--- src/rtl/multicycle_control.sv ---
// multicycle_control: control FSM of a multicycle RV32I core with a shared
// instruction/data memory. Fetches over a variable-latency ready handshake,
// decodes the instruction register, sequences datapath selects/enables per
// state, traps illegal encodings and abandons memory accesses that time out.
// Optional build macro: CTRL_PERF_EN adds cycle_count / instret_count outputs.
module multicycle_control #(
    parameter int ALU_CTRL_W  = 4,
    parameter int IMM_SRC_W   = 3,
    parameter int MEM_TIMEOUT = 16
) (
    input  logic                  clk,
    input  logic                  rst,
    input  logic [6:0]            opcode,
    input  logic [2:0]            funct3,
    input  logic [6:0]            funct7,
    input  logic                  eq,
    input  logic                  lt,
    input  logic                  ltu,
    input  logic                  mem_ready,
    output logic                  mem_req,
    output logic                  mem_write,
    output logic                  adr_src,
    output logic                  ir_write,
    output logic                  pc_write,
    output logic                  reg_write,
    output logic [IMM_SRC_W-1:0]  imm_src,
    output logic [1:0]            alu_src_a,
    output logic [1:0]            alu_src_b,
    output logic [1:0]            result_src,
    output logic [ALU_CTRL_W-1:0] alu_control,
    output logic                  instr_done,
    output logic                  illegal_instr,
    output logic                  bus_error
`ifdef CTRL_PERF_EN
    ,
    output logic [31:0]           cycle_count,
    output logic [31:0]           instret_count
`endif
);

    typedef enum logic [3:0] {
        S_FETCH    = 4'd0,
        S_DECODE   = 4'd1,
        S_MEMADR   = 4'd2,
        S_MEMREAD  = 4'd3,
        S_MEMWRITE = 4'd4,
        S_MEMWB    = 4'd5,
        S_EXEC_R   = 4'd6,
        S_EXEC_I   = 4'd7,
        S_UPPER    = 4'd8,
        S_ALUWB    = 4'd9,
        S_BRANCH   = 4'd10,
        S_JAL      = 4'd11,
        S_LINK     = 4'd12,
        S_JALR     = 4'd13,
        S_TRAP     = 4'd14
    } state_t;

    localparam logic [6:0] OP_LOAD   = 7'b0000011;
    localparam logic [6:0] OP_STORE  = 7'b0100011;
    localparam logic [6:0] OP_R      = 7'b0110011;
    localparam logic [6:0] OP_I      = 7'b0010011;
    localparam logic [6:0] OP_BRANCH = 7'b1100011;
    localparam logic [6:0] OP_JAL    = 7'b1101111;
    localparam logic [6:0] OP_JALR   = 7'b1100111;
    localparam logic [6:0] OP_LUI    = 7'b0110111;
    localparam logic [6:0] OP_AUIPC  = 7'b0010111;

    localparam logic [IMM_SRC_W-1:0] IMM_I = IMM_SRC_W'(3'b000);
    localparam logic [IMM_SRC_W-1:0] IMM_S = IMM_SRC_W'(3'b001);
    localparam logic [IMM_SRC_W-1:0] IMM_B = IMM_SRC_W'(3'b010);
    localparam logic [IMM_SRC_W-1:0] IMM_J = IMM_SRC_W'(3'b011);
    localparam logic [IMM_SRC_W-1:0] IMM_U = IMM_SRC_W'(3'b100);

    localparam logic [ALU_CTRL_W-1:0] ALU_ADD = ALU_CTRL_W'(4'b0000);
    localparam logic [ALU_CTRL_W-1:0] ALU_SUB = ALU_CTRL_W'(4'b0001);

    // Wait counter only needs to hold MEM_TIMEOUT-1: the timeout fires on that value.
    localparam bit TO_EN = (MEM_TIMEOUT > 0);
    localparam int CNT_W = (MEM_TIMEOUT > 1) ? $clog2(MEM_TIMEOUT) : 1;
    localparam logic [CNT_W-1:0] CNT_LAST = CNT_W'((MEM_TIMEOUT > 0) ? MEM_TIMEOUT - 1 : 0);

    state_t             state_q, state_d;
    logic [CNT_W-1:0]   to_cnt_q, to_cnt_d;
    logic               timeout_hit_s;
    logic               unused_funct7_s;

    assign unused_funct7_s = ^{funct7[6], funct7[4:0]};

    // ALU operation from funct3/funct7[5]; SUB only for R-type, SRA/SRAI for both.
    function automatic logic [3:0] alu_decode(input logic [2:0] f3, input logic f7b5,
                                              input logic is_r);
        logic [3:0] op;
        case (f3)
            3'b000:  op = (is_r && f7b5) ? 4'b0001 : 4'b0000;
            3'b001:  op = 4'b0101;
            3'b010:  op = 4'b1000;
            3'b011:  op = 4'b1001;
            3'b100:  op = 4'b0100;
            3'b101:  op = f7b5 ? 4'b0111 : 4'b0110;
            3'b110:  op = 4'b0011;
            3'b111:  op = 4'b0010;
            default: op = 4'b0000;
        endcase
        return op;
    endfunction

    // Branch condition from funct3 and the comparator flags.
    function automatic logic branch_taken(input logic [2:0] f3, input logic f_eq,
                                          input logic f_lt, input logic f_ltu);
        logic tk;
        case (f3)
            3'b000:  tk = f_eq;
            3'b001:  tk = !f_eq;
            3'b100:  tk = f_lt;
            3'b101:  tk = !f_lt;
            3'b110:  tk = f_ltu;
            3'b111:  tk = !f_ltu;
            default: tk = 1'b0;
        endcase
        return tk;
    endfunction

    // Next-state, Moore-style outputs and memory wait counter.
    always_comb begin
        state_d       = state_q;
        to_cnt_d      = '0;
        mem_req       = 1'b0;
        mem_write     = 1'b0;
        adr_src       = 1'b0;
        ir_write      = 1'b0;
        pc_write      = 1'b0;
        reg_write     = 1'b0;
        imm_src       = IMM_I;
        alu_src_a     = 2'b00;
        alu_src_b     = 2'b00;
        result_src    = 2'b00;
        alu_control   = ALU_ADD;
        instr_done    = 1'b0;
        illegal_instr = 1'b0;
        bus_error     = 1'b0;
        timeout_hit_s = TO_EN && (to_cnt_q == CNT_LAST) && !mem_ready;

        if (rst) begin
            state_d = S_FETCH;
        end else begin
            case (state_q)
                S_FETCH: begin
                    mem_req   = 1'b1;
                    alu_src_a = 2'b01;
                    alu_src_b = 2'b10;
                    if (mem_ready) begin
                        ir_write = 1'b1;
                        pc_write = 1'b1;
                        state_d  = S_DECODE;
                    end else if (timeout_hit_s) begin
                        bus_error = 1'b1;
                        state_d   = S_FETCH;
                    end else begin
                        state_d = S_FETCH;
                    end
                end
                S_DECODE: begin
                    alu_src_a = 2'b10;
                    alu_src_b = 2'b01;
                    imm_src   = IMM_B;
                    case (opcode)
                        OP_LOAD, OP_STORE: state_d = S_MEMADR;
                        OP_R:              state_d = S_EXEC_R;
                        OP_I:              state_d = S_EXEC_I;
                        OP_BRANCH:         state_d = S_BRANCH;
                        OP_JAL:            state_d = S_JAL;
                        OP_JALR:           state_d = S_JALR;
                        OP_LUI, OP_AUIPC:  state_d = S_UPPER;
                        default:           state_d = S_TRAP;
                    endcase
                end
                S_MEMADR: begin
                    alu_src_b = 2'b01;
                    if (opcode == OP_STORE) begin
                        imm_src = IMM_S;
                        state_d = S_MEMWRITE;
                    end else begin
                        imm_src = IMM_I;
                        state_d = S_MEMREAD;
                    end
                end
                S_MEMREAD: begin
                    mem_req = 1'b1;
                    adr_src = 1'b1;
                    if (mem_ready) begin
                        state_d = S_MEMWB;
                    end else if (timeout_hit_s) begin
                        bus_error = 1'b1;
                        state_d   = S_FETCH;
                    end else begin
                        state_d = S_MEMREAD;
                    end
                end
                S_MEMWRITE: begin
                    mem_req   = 1'b1;
                    mem_write = 1'b1;
                    adr_src   = 1'b1;
                    if (mem_ready) begin
                        instr_done = 1'b1;
                        state_d    = S_FETCH;
                    end else if (timeout_hit_s) begin
                        bus_error = 1'b1;
                        state_d   = S_FETCH;
                    end else begin
                        state_d = S_MEMWRITE;
                    end
                end
                S_MEMWB: begin
                    result_src = 2'b01;
                    reg_write  = 1'b1;
                    instr_done = 1'b1;
                    state_d    = S_FETCH;
                end
                S_EXEC_R: begin
                    alu_control = ALU_CTRL_W'(alu_decode(funct3, funct7[5], 1'b1));
                    state_d     = S_ALUWB;
                end
                S_EXEC_I: begin
                    alu_src_b   = 2'b01;
                    imm_src     = IMM_I;
                    alu_control = ALU_CTRL_W'(alu_decode(funct3, funct7[5], 1'b0));
                    state_d     = S_ALUWB;
                end
                S_UPPER: begin
                    // LUI adds the immediate to zero; AUIPC adds it to the instruction's PC.
                    alu_src_a = (opcode == OP_LUI) ? 2'b11 : 2'b10;
                    alu_src_b = 2'b01;
                    imm_src   = IMM_U;
                    state_d   = S_ALUWB;
                end
                S_ALUWB: begin
                    reg_write  = 1'b1;
                    instr_done = 1'b1;
                    state_d    = S_FETCH;
                end
                S_BRANCH: begin
                    alu_control = ALU_SUB;
                    if (funct3 == 3'b010 || funct3 == 3'b011) begin
                        state_d = S_TRAP;
                    end else begin
                        pc_write   = branch_taken(funct3, eq, lt, ltu);
                        instr_done = 1'b1;
                        state_d    = S_FETCH;
                    end
                end
                S_JAL: begin
                    alu_src_a  = 2'b10;
                    alu_src_b  = 2'b01;
                    imm_src    = IMM_J;
                    result_src = 2'b10;
                    pc_write   = 1'b1;
                    state_d    = S_LINK;
                end
                S_JALR: begin
                    alu_src_b  = 2'b01;
                    imm_src    = IMM_I;
                    result_src = 2'b10;
                    pc_write   = 1'b1;
                    state_d    = S_LINK;
                end
                S_LINK: begin
                    // Link value is old_pc + 4, written while the PC already holds the target.
                    alu_src_a  = 2'b10;
                    alu_src_b  = 2'b10;
                    result_src = 2'b10;
                    reg_write  = 1'b1;
                    instr_done = 1'b1;
                    state_d    = S_FETCH;
                end
                S_TRAP: begin
                    illegal_instr = 1'b1;
                    state_d       = S_FETCH;
                end
                default: begin
                    state_d = S_FETCH;
                end
            endcase

            // Count consecutive stalled request cycles within one state.
            if (TO_EN && mem_req && !mem_ready && !bus_error && (state_d == state_q)) begin
                to_cnt_d = to_cnt_q + CNT_W'(1);
            end else begin
                to_cnt_d = '0;
            end
        end
    end

    // State and wait-counter registers with synchronous reset.
    always_ff @(posedge clk) begin
        if (rst) begin
            state_q  <= S_FETCH;
            to_cnt_q <= '0;
        end else begin
            state_q  <= state_d;
            to_cnt_q <= to_cnt_d;
        end
    end

`ifdef CTRL_PERF_EN
    logic [31:0] cycle_q, cycle_d;
    logic [31:0] instret_q, instret_d;

    // Performance counter increments; both wrap naturally at 2^32.
    always_comb begin
        cycle_d   = cycle_q + 32'd1;
        instret_d = instret_q;
        if (instr_done) begin
            instret_d = instret_q + 32'd1;
        end else begin
            instret_d = instret_q;
        end
    end

    // Performance counter registers, cleared by reset.
    always_ff @(posedge clk) begin
        if (rst) begin
            cycle_q   <= 32'd0;
            instret_q <= 32'd0;
        end else begin
            cycle_q   <= cycle_d;
            instret_q <= instret_d;
        end
    end

    assign cycle_count   = cycle_q;
    assign instret_count = instret_q;
`endif

endmodule

--- config.mk ---
export PLATFORM = sky130hd
export DESIGN_NAME = multicycle_control
export DESIGN_NICKNAME = d
export VERILOG_FILES = /design/src/rtl/multicycle_control.sv
export SDC_FILE = /design/constraint.sdc
export NUM_CORES = 1
export LEC_CHECK = 0
export CAP_MARGIN = 15
export CORE_UTILIZATION = 42
export DETAILED_ROUTE_END_ITERATION = 8
export PLACE_DENSITY = 0.82
export SLEW_MARGIN = 20
export SYNTH_ARGS = -nofsm -noshare
export SYNTH_HDL_FRONTEND = slang
export SYNTH_SLANG_ARGS = --single-unit
--- constraint.sdc ---
create_clock -name clk -period 1.7 [get_ports clk]
set_input_delay 0.255 -clock clk [delete_from_list [all_inputs] [get_ports clk]]
set_output_delay 0.255 -clock clk [all_outputs]
set_load 0.01 [all_outputs]
==> results of run 1 <==
[metal layers]
layer	up-vias	wire [um]	track usage
li1	712	-	-
met1	761	2040	0.379
met2	145	2790	0.675
met3	45	547	0.0565
met4	0	389	0.199
met5	-	0	0
[per-stage QoR]
step	hold WS [ps]	power, uW	cell area (sq um)	TNS, ps
after floorplan	418	1080	1020	0
after global placement	434	1720	1720	-8780
after detailed placement	438	1760	1720	-9470
after CTS	450	2120	1910	-759
after global routing	475	2760	2070	-1940
final	451	2710	2070	-1620
[registers in the layout, indices dropped and copies added (netlist names)]
register	cells
to_cnt_q	4
state_q	4
[report_power, final]
group	switching, uW	internal (uW)	total (uW)
Combinational	1100	1100	2200
Sequential	82.9	254	337
Clock	85.4	82.1	168
[repair_timing]
item                       in CTS  in global routing
resized for setup             140                 51
hold buffers                    0                  0
setup endpoints to repair      24                 23
pin swaps                      14                 23
setup buffers                  14                  9
[cells by family (layout without fill, tap and decap cells)]
| logic type | count (synthesis) | count (layout) | share of synthesized area |
|---|---|---|---|
| compound gates | 39 | 39 | 0.277 |
| simple gates | 70 | 70 | 0.405 |
| mux | 3 | 3 | 0.0309 |
| fa+ha+maj | 1 | 1 | 0.0124 |
| buf+inv | 16 | 108 | 0.0729 |
| flops | 8 | 8 | 0.158 |
| xor+xnor | 5 | 5 | 0.0433 |
[cell type report]
type	instances	share of cell area
Multi-Input combinational cell	118	0.495
Sequential cell	8	0.0833
Timing Repair Buffer	101	0.385
Tap cell	28	0.0169
Inverter	4	0.00906
Clock buffer	3	0.0109
[worst paths after layout]
path | from | cells past startpoint | endpoint
max | state_q[0] | 5 | alu_control[0]
min | to_cnt_q[0] | 1 | to_cnt_q[0]
max reg2reg | state_q[1] | 5 | state_q[2]
min reg2reg | to_cnt_q[0] | 1 | to_cnt_q[0]
[cells in the final DEF (no fill, tap or decap), types with 2 or more instances in the layout]
cell              n
nor2_4            3
nor3b_2           2
buf_8             2
clkdlybuf4s15_1   3
buf_6            15
inv_1             3
clkbuf_4          3
and3_1            3
a211oi_2          4
dlygate4sd2_1     6
clkdlybuf4s50_1   2
clkbuf_2          4
nand2b_1          4
nor3_2            2
nand2_1           6
buf_2            19
xnor2_1           2
and3b_1           2
buf_4            49
nand3b_1          3
dfxtp_1           4
o21ai_1           2
nor2_1            9
nand2b_4          2
nand3_1           5
a21oi_1           3
nand2_2           3
o22a_1            2
a31oi_1           3
a21o_1            2
o21ai_0           7
nor2b_4           2
nand3_2           2
nor2b_1           4
a21oi_2           2
dfxtp_4           3
mux2i_1           2
nor3_1            3
o21a_1            2
nor4_2            2
==> results.toml, run 1 <==
[cells_and_area]
final_cells = 262
fillCellCount = 79
num-nets-final = 260
n_antenna_cell = 0
drive_gt1_frac = 0.594
syn2layout_area_growth_pct = 105
post-route-util = 0.928
seq_area_sq_um = 173
multi_input_comb_area_sq_mm = 0.00103

[sta]
finalMaxSlewViolations = 0
clock.fmax_mhz = 504
period_share = 1.17
tightest_slew_ps = 492
slew_headroom = 0.664
setup_ws_ps = -286
final_hold_viol_count = 0
finClkSkew_ps = 4.83
rsz0062_at_grt = "true"
min_period_ps = 1990
setup_violations = 18

[grt]
grt_pass1_wl_mm = 6.99
grt_pass1_vias = 1521
grt_overflow_total = 0
antenna_found_initial = 0
grt_max_degree = 14
grt.total_usage = 0.362

[synthesis]
syn_nets = 166
synth-seq-cells = 8
syn_inst = 142
yosys-top-cells-area = "dfxtp_1 (16%), nor2_1 (4.8%), nand2b_1 (4.3%), nor2b_1 (4.3%), nand3_1 (3.5%)"
synthArstFlopShare = 0
syn_avg_cell_area_sq_um = 7.13
yosysWarnings = 0
yosysSeqAreaShare = 0.158
synthTopCellsByCount = "nor2_1 (13), nand2_1 (9), dfxtp_1 (8)"
synth_edf_count = 0
syn_area_sq_mm = 0.00101
synth_most_common_cell = "nor2_1"
synthFlopType = "dfxtp_1"
synth_cell_type_count = 50
synth_top_area_share = 0.158
yosysTopAreaCell = "dfxtp_1"

[floorplanning]
ios = 45
die_area_sq_mm = 0.00261
die-height_um = 51.1
coreArea_sq_mm = 0.00223
placementRows = 17
die_x_um = 51.1
start_util = 0.453

[worst_setup_path]
cp_cell_sequence = "and2b_1 > a31oi_1 > or3b_1 > a311oi_2 > buf_2"
worst_ep_arrival_time_ps = 1730
critPathRequiredTime_ps = 1440
critPathMaxFanout = 4
reg2reg_slack_ps = 10
path_class = "reg -> out"
cp_slowest_cell = "or3b_1"
cp-end-kind = "output port"
path_buf_inv = 1
setup.worst_path.start_class = "register"
cp_top_family = "simple AND/OR/NAND/NOR gates"
cp_slowest_stage_delay_ps = 380

[outcome]
failed_checks = "setup timing"
outcome = "finished, violations left"

[cts]
htreeDepth = 1
cts_buffer_depth = 2
clkLatencyLatePin_ps = 280
cts_made_buffers = 3
cts_root_buf = "clkbuf_4"
clkSinkCount = 8
tritoncts = "yes"
clk_pin_slew_ps = 60

[min_path]
hold_class = "reg -> reg"

[placed_design]
gp_congestion = 0.890
pre_cts_slack_ps = -731
dpl.cell_count = 242
portBuffers = 38
dp_hpwl_mm = 2.91

[job]
cap_violations = 0

[pwr]
ir_worst_vdd_mv = 1.14
p_per_area_mw_per_mm2 = 1310
p_leak_uw = 0.000927

[route]
totalWireLength_mm = 5.77
wl_per_cell_um = 22.0
vias = 1663
routed_via_density = 6.35
drt_iter0_drc = 95
drc = 0
ant_nets = 0
drt_pass1_iterations = 5
(Power assumes the default switching activity.)
==> inputs of run 2 (changes only) <==
--- a/config.mk
+++ b/config.mk
@@ -8,7 +8,7 @@
 export CAP_MARGIN = 15
 export CORE_UTILIZATION = 42
 export DETAILED_ROUTE_END_ITERATION = 8
-export PLACE_DENSITY = 0.82
+export PLACE_DENSITY = 0.91
 export SLEW_MARGIN = 20
 export SYNTH_ARGS = -nofsm -noshare
 export SYNTH_HDL_FRONTEND = slang
==> run 2 against run 1 <==
Synthesized cell count did not move. Area after synthesis did not move. The run now fails in global routing (5_1_grt).
==> results.toml, run 2 <==
[synthesis]
synth_cell_type_count = 50
yosysTopAreaCell = "dfxtp_1"
synthFlopType = "dfxtp_1"
synth_edf_count = 0
synth_top_area_share = 0.158
synthTopCellsByCount = "nor2_1 (13), nand2_1 (9), dfxtp_1 (8)"
syn_nets = 166
synth_most_common_cell = "nor2_1"
syn_inst = 142
syn_area_sq_mm = 0.00101
yosys-top-cells-area = "dfxtp_1 (16%), nor2_1 (4.8%), nand2b_1 (4.3%), nor2b_1 (4.3%), nand3_1 (3.5%)"
yosysSeqAreaShare = 0.158
synth-seq-cells = 8
synthArstFlopShare = 0
syn_avg_cell_area_sq_um = 7.13
yosysWarnings = 0

[placed_design]
dpl.cell_count = 244
dp_hpwl_mm = 2.95
portBuffers = 38
gp_congestion = 0.836

[cts]
hold_buffers = 0
clkSinkCount = 8
cts_root_buf = "clkbuf_4"
htreeDepth = 1
cts_made_buffers = 3
cts_buffer_depth = 2

[grt]
grt.total_usage = 0.766
grt_max_degree = 13
grt_overflow_total = 79

[floorplanning]
ios = 45
die-height_um = 51.1
die_x_um = 51.1
start_util = 0.453
placementRows = 17

[outcome]
outcome = "did not finish"
firstError = "[ERROR GRT-0232] Routing congestion too high. Check the congestion heatmap in the GUI."
failed_stage = "global routing (5_1_grt)"

[sta]
endpoint_type = "top-level output"
grt-worst-endpoint = "alu_control[0]"
## run 2: cell counts after synthesis
No cell type changed its count.
## run 2: cells by family after synthesis
logic type	after synthesis	synth area share
flip-flops	8	0.158
adder cells (fa/ha/maj)	1	0.0124
AO/OA/AOI/OAI	39	0.277
buffers and inverters	16	0.0729
multiplexers	3	0.0309
AND/OR/NAND/NOR	70	0.405
XOR/XNOR	5	0.0433
## run 2: per-stage QoR
step,utilization,instance area (sq um),hold slack [ps],worst slack (ps)
2_1_floorplan,-,1020,418,0.471
3_3_place_gp,0.776,1730,436,-667
3_5_place_dp,0.776,1730,445,-732
4_1_cts,0.890,1990,481,-169
## run 2: routing by layer
| metal | GRT overflow | GRT usage |
|---|---|---|
| met2 | 60 | 1.07 |
| met1 | 0 | 0.709 |
| met3 | 0 | 0.458 |
| met5 | 0 | 0 |
| met4 | 19 | 0.907 |
## run 2: repair_timing
action / 4_1_cts
pin swaps: 14
gates resized for setup: 154
endpoints found under the setup margin: 25
setup buffers: 19
==> inputs of run 3 (changes only) <==
--- a/config.mk
+++ b/config.mk
@@ -6,9 +6,10 @@
 export NUM_CORES = 1
 export LEC_CHECK = 0
 export CAP_MARGIN = 15
-export CORE_UTILIZATION = 42
+export CORE_AREA = 2 2 63 65
 export DETAILED_ROUTE_END_ITERATION = 8
-export PLACE_DENSITY = 0.91
+export DIE_AREA = 0 0 65 67
+export PLACE_DENSITY_LB_ADDON = 0.15
 export SLEW_MARGIN = 20
 export SYNTH_ARGS = -nofsm -noshare
 export SYNTH_HDL_FRONTEND = slang
==> run 3 against run 2 <==
The flow now finishes, with violations (setup timing).
==> results.toml, run 3 (synthesis gave the netlist of run 1 again) <==
[outcome]
outcome = "finished, violations left"
failed_checks = "setup timing"

[cells_and_area]
reg.largest.list = "state_q (4), to_cnt_q (4)"
syn2layout_area_growth_pct = 115
num-nets-final = 267
final_common_cell = "buf_4"
post-route-util = 0.602
drive_gt1_frac = 0.618
layout.cell_area.non_filler_sq_mm = 0.00217
final_cell_mix = "buf_4 (57), buf_6 (19), buf_2 (14)"
n_antenna_cell = 0

[cts]
clkLatencyLatePin_ps = 230
cts_buffer_depth = 2
clkSinkCount = 8
cts_made_buffers = 3
tritoncts = "yes"
cts_root_buf = "clkbuf_8"
htreeDepth = 1
hold_buffers = 0
clk_pin_slew_ps = 40

[sta]
setup_tns_ps = -953
min_period_ps = 1860
finClkSkew_ps = 6.09
setup_ws_ps = -164
finalMaxSlewViolations = 0
slew_headroom = 0.696
final_hold_viol_count = 0
setup_violations = 14
hold_slack_ps = 445
period_share = 1.10
tightest_slew_ps = 444
rsz0062_at_grt = "true"
clock.fmax_mhz = 536

[floorplanning]
die_area_sq_mm = 0.00436
ios = 45
start_util = 0.281
coreArea_sq_mm = 0.00361
placementRows = 22
die_x_um = 65
die-height_um = 67

[worst_setup_path]
reg2reg_depth = 8
reg2reg_slack_ps = -10
critPathRequiredTime_ps = 1440
path_class = "reg -> out"
r2r-start = "state_q[0]"
critPathMaxFanout = 4
cp-end-kind = "output port"
r2r-end = "state_q[0]"
cp-startpoint = "state_q[0]"
setup.worst_path.start_class = "register"
cp-endpoint = "bus_error"
worst_ep_arrival_time_ps = 1610

[pwr]
p_total_uw = 2780
ir_worst_vdd_mv = 0.695
p_leak_uw = 0.000980
p_per_area_mw_per_mm2 = 1280

[route]
drc = 0
wl_per_cell_um = 14.5
ant_nets = 0
totalWireLength_mm = 4.19
drt_pass1_iterations = 4
vias = 1511
drt_iter0_drc = 68
routed_via_density = 5.23

[placed_design]
dp_hpwl_mm = 2.83
portBuffers = 38
gp_congestion = 0.816
place_area_sq_mm = 0.00176

[grt]
grt.total_usage = 0.192
grt_max_degree = 11
antenna_found_initial = 0
grt_overflow_total = 0
grt_pass1_wl_mm = 6.65
grt_pass1_vias = 1519

[min_path]
hold_class = "reg -> reg"

[job]
cap_violations = 0
-- run 3: worst min-delay path by stage --
| stage | from | end | slack [ps] | depth (start not counted) |
|---|---|---|---|---|
| 4_1_cts | to_cnt_q[0] | to_cnt_q[0] | 450 | 1 |
| 3_5_place_dp | to_cnt_q[0] | to_cnt_q[0] | 440 | 1 |
| 5_1_grt | to_cnt_q[0] | to_cnt_q[0] | 480 | 1 |
| 6_report | to_cnt_q[0] | to_cnt_q[0] | 440 | 1 |
| 3_3_place_gp | to_cnt_q[0] | to_cnt_q[0] | 440 | 1 |
| 2_1_floorplan | to_cnt_q[0] | to_cnt_q[0] | 420 | 1 |
-- run 3: cell type report --
type	count	area, sq um
inverters	4	15.0
fillers	332	1430
well taps	48	60.1
repair buffers	108	856
multi-input cells	118	1030
clock buffers	3	41.3
flip-flops and latches	8	170
-- run 3: routing by layer --
metal  vias to the layer above  share of wire  GRT usage
met5                         -              0          0
met4                         0          0.011     0.0426
met3                         6          0.064     0.0270
met2                        66           0.54      0.380
met1                       713           0.39      0.214
li1                        726              -          -
-- run 3: power breakdown --
| group | leakage [uW] | switching [uW] | total [uW] | internal [uW] |
|---|---|---|---|---|
| sequential | 0.0000675 | 56.5 | 310 | 254 |
| combinational | 0.000891 | 1020 | 2240 | 1230 |
| clock | 0.0000216 | 72.8 | 226 | 153 |
| total | 0.000980 | 1150 | 2780 | 1630 |
-- run 3: metrics by stage --
| stage | instances | setup slack [ps] |
|---|---|---|
| 5_1_grt | 289 | -250 |
| 3_3_place_gp | 264 | -653 |
| 2_1_floorplan | 142 | 0.471 |
| 6_report | 289 | -164 |
| 4_1_cts | 284 | -220 |
| 3_5_place_dp | 264 | -729 |
-- run 3: what timing repair did --
| item | in CTS | in global routing |
|---|---|---|
| setup endpoints to repair | 24 | 25 |
| cloned | 0 | 1 |
| pin swaps | 23 | 17 |
| setup buffers | 17 | 4 |
| gates resized for setup | 139 | 52 |
-- run 3: critical path, cell delays in order, from the launching register on --
cell      delay (ps)
dfxtp_4          350
buf_4            130
buf_6            120
or2_4            240
a211oi_2         200
nor3b_2          180
buf_2            140
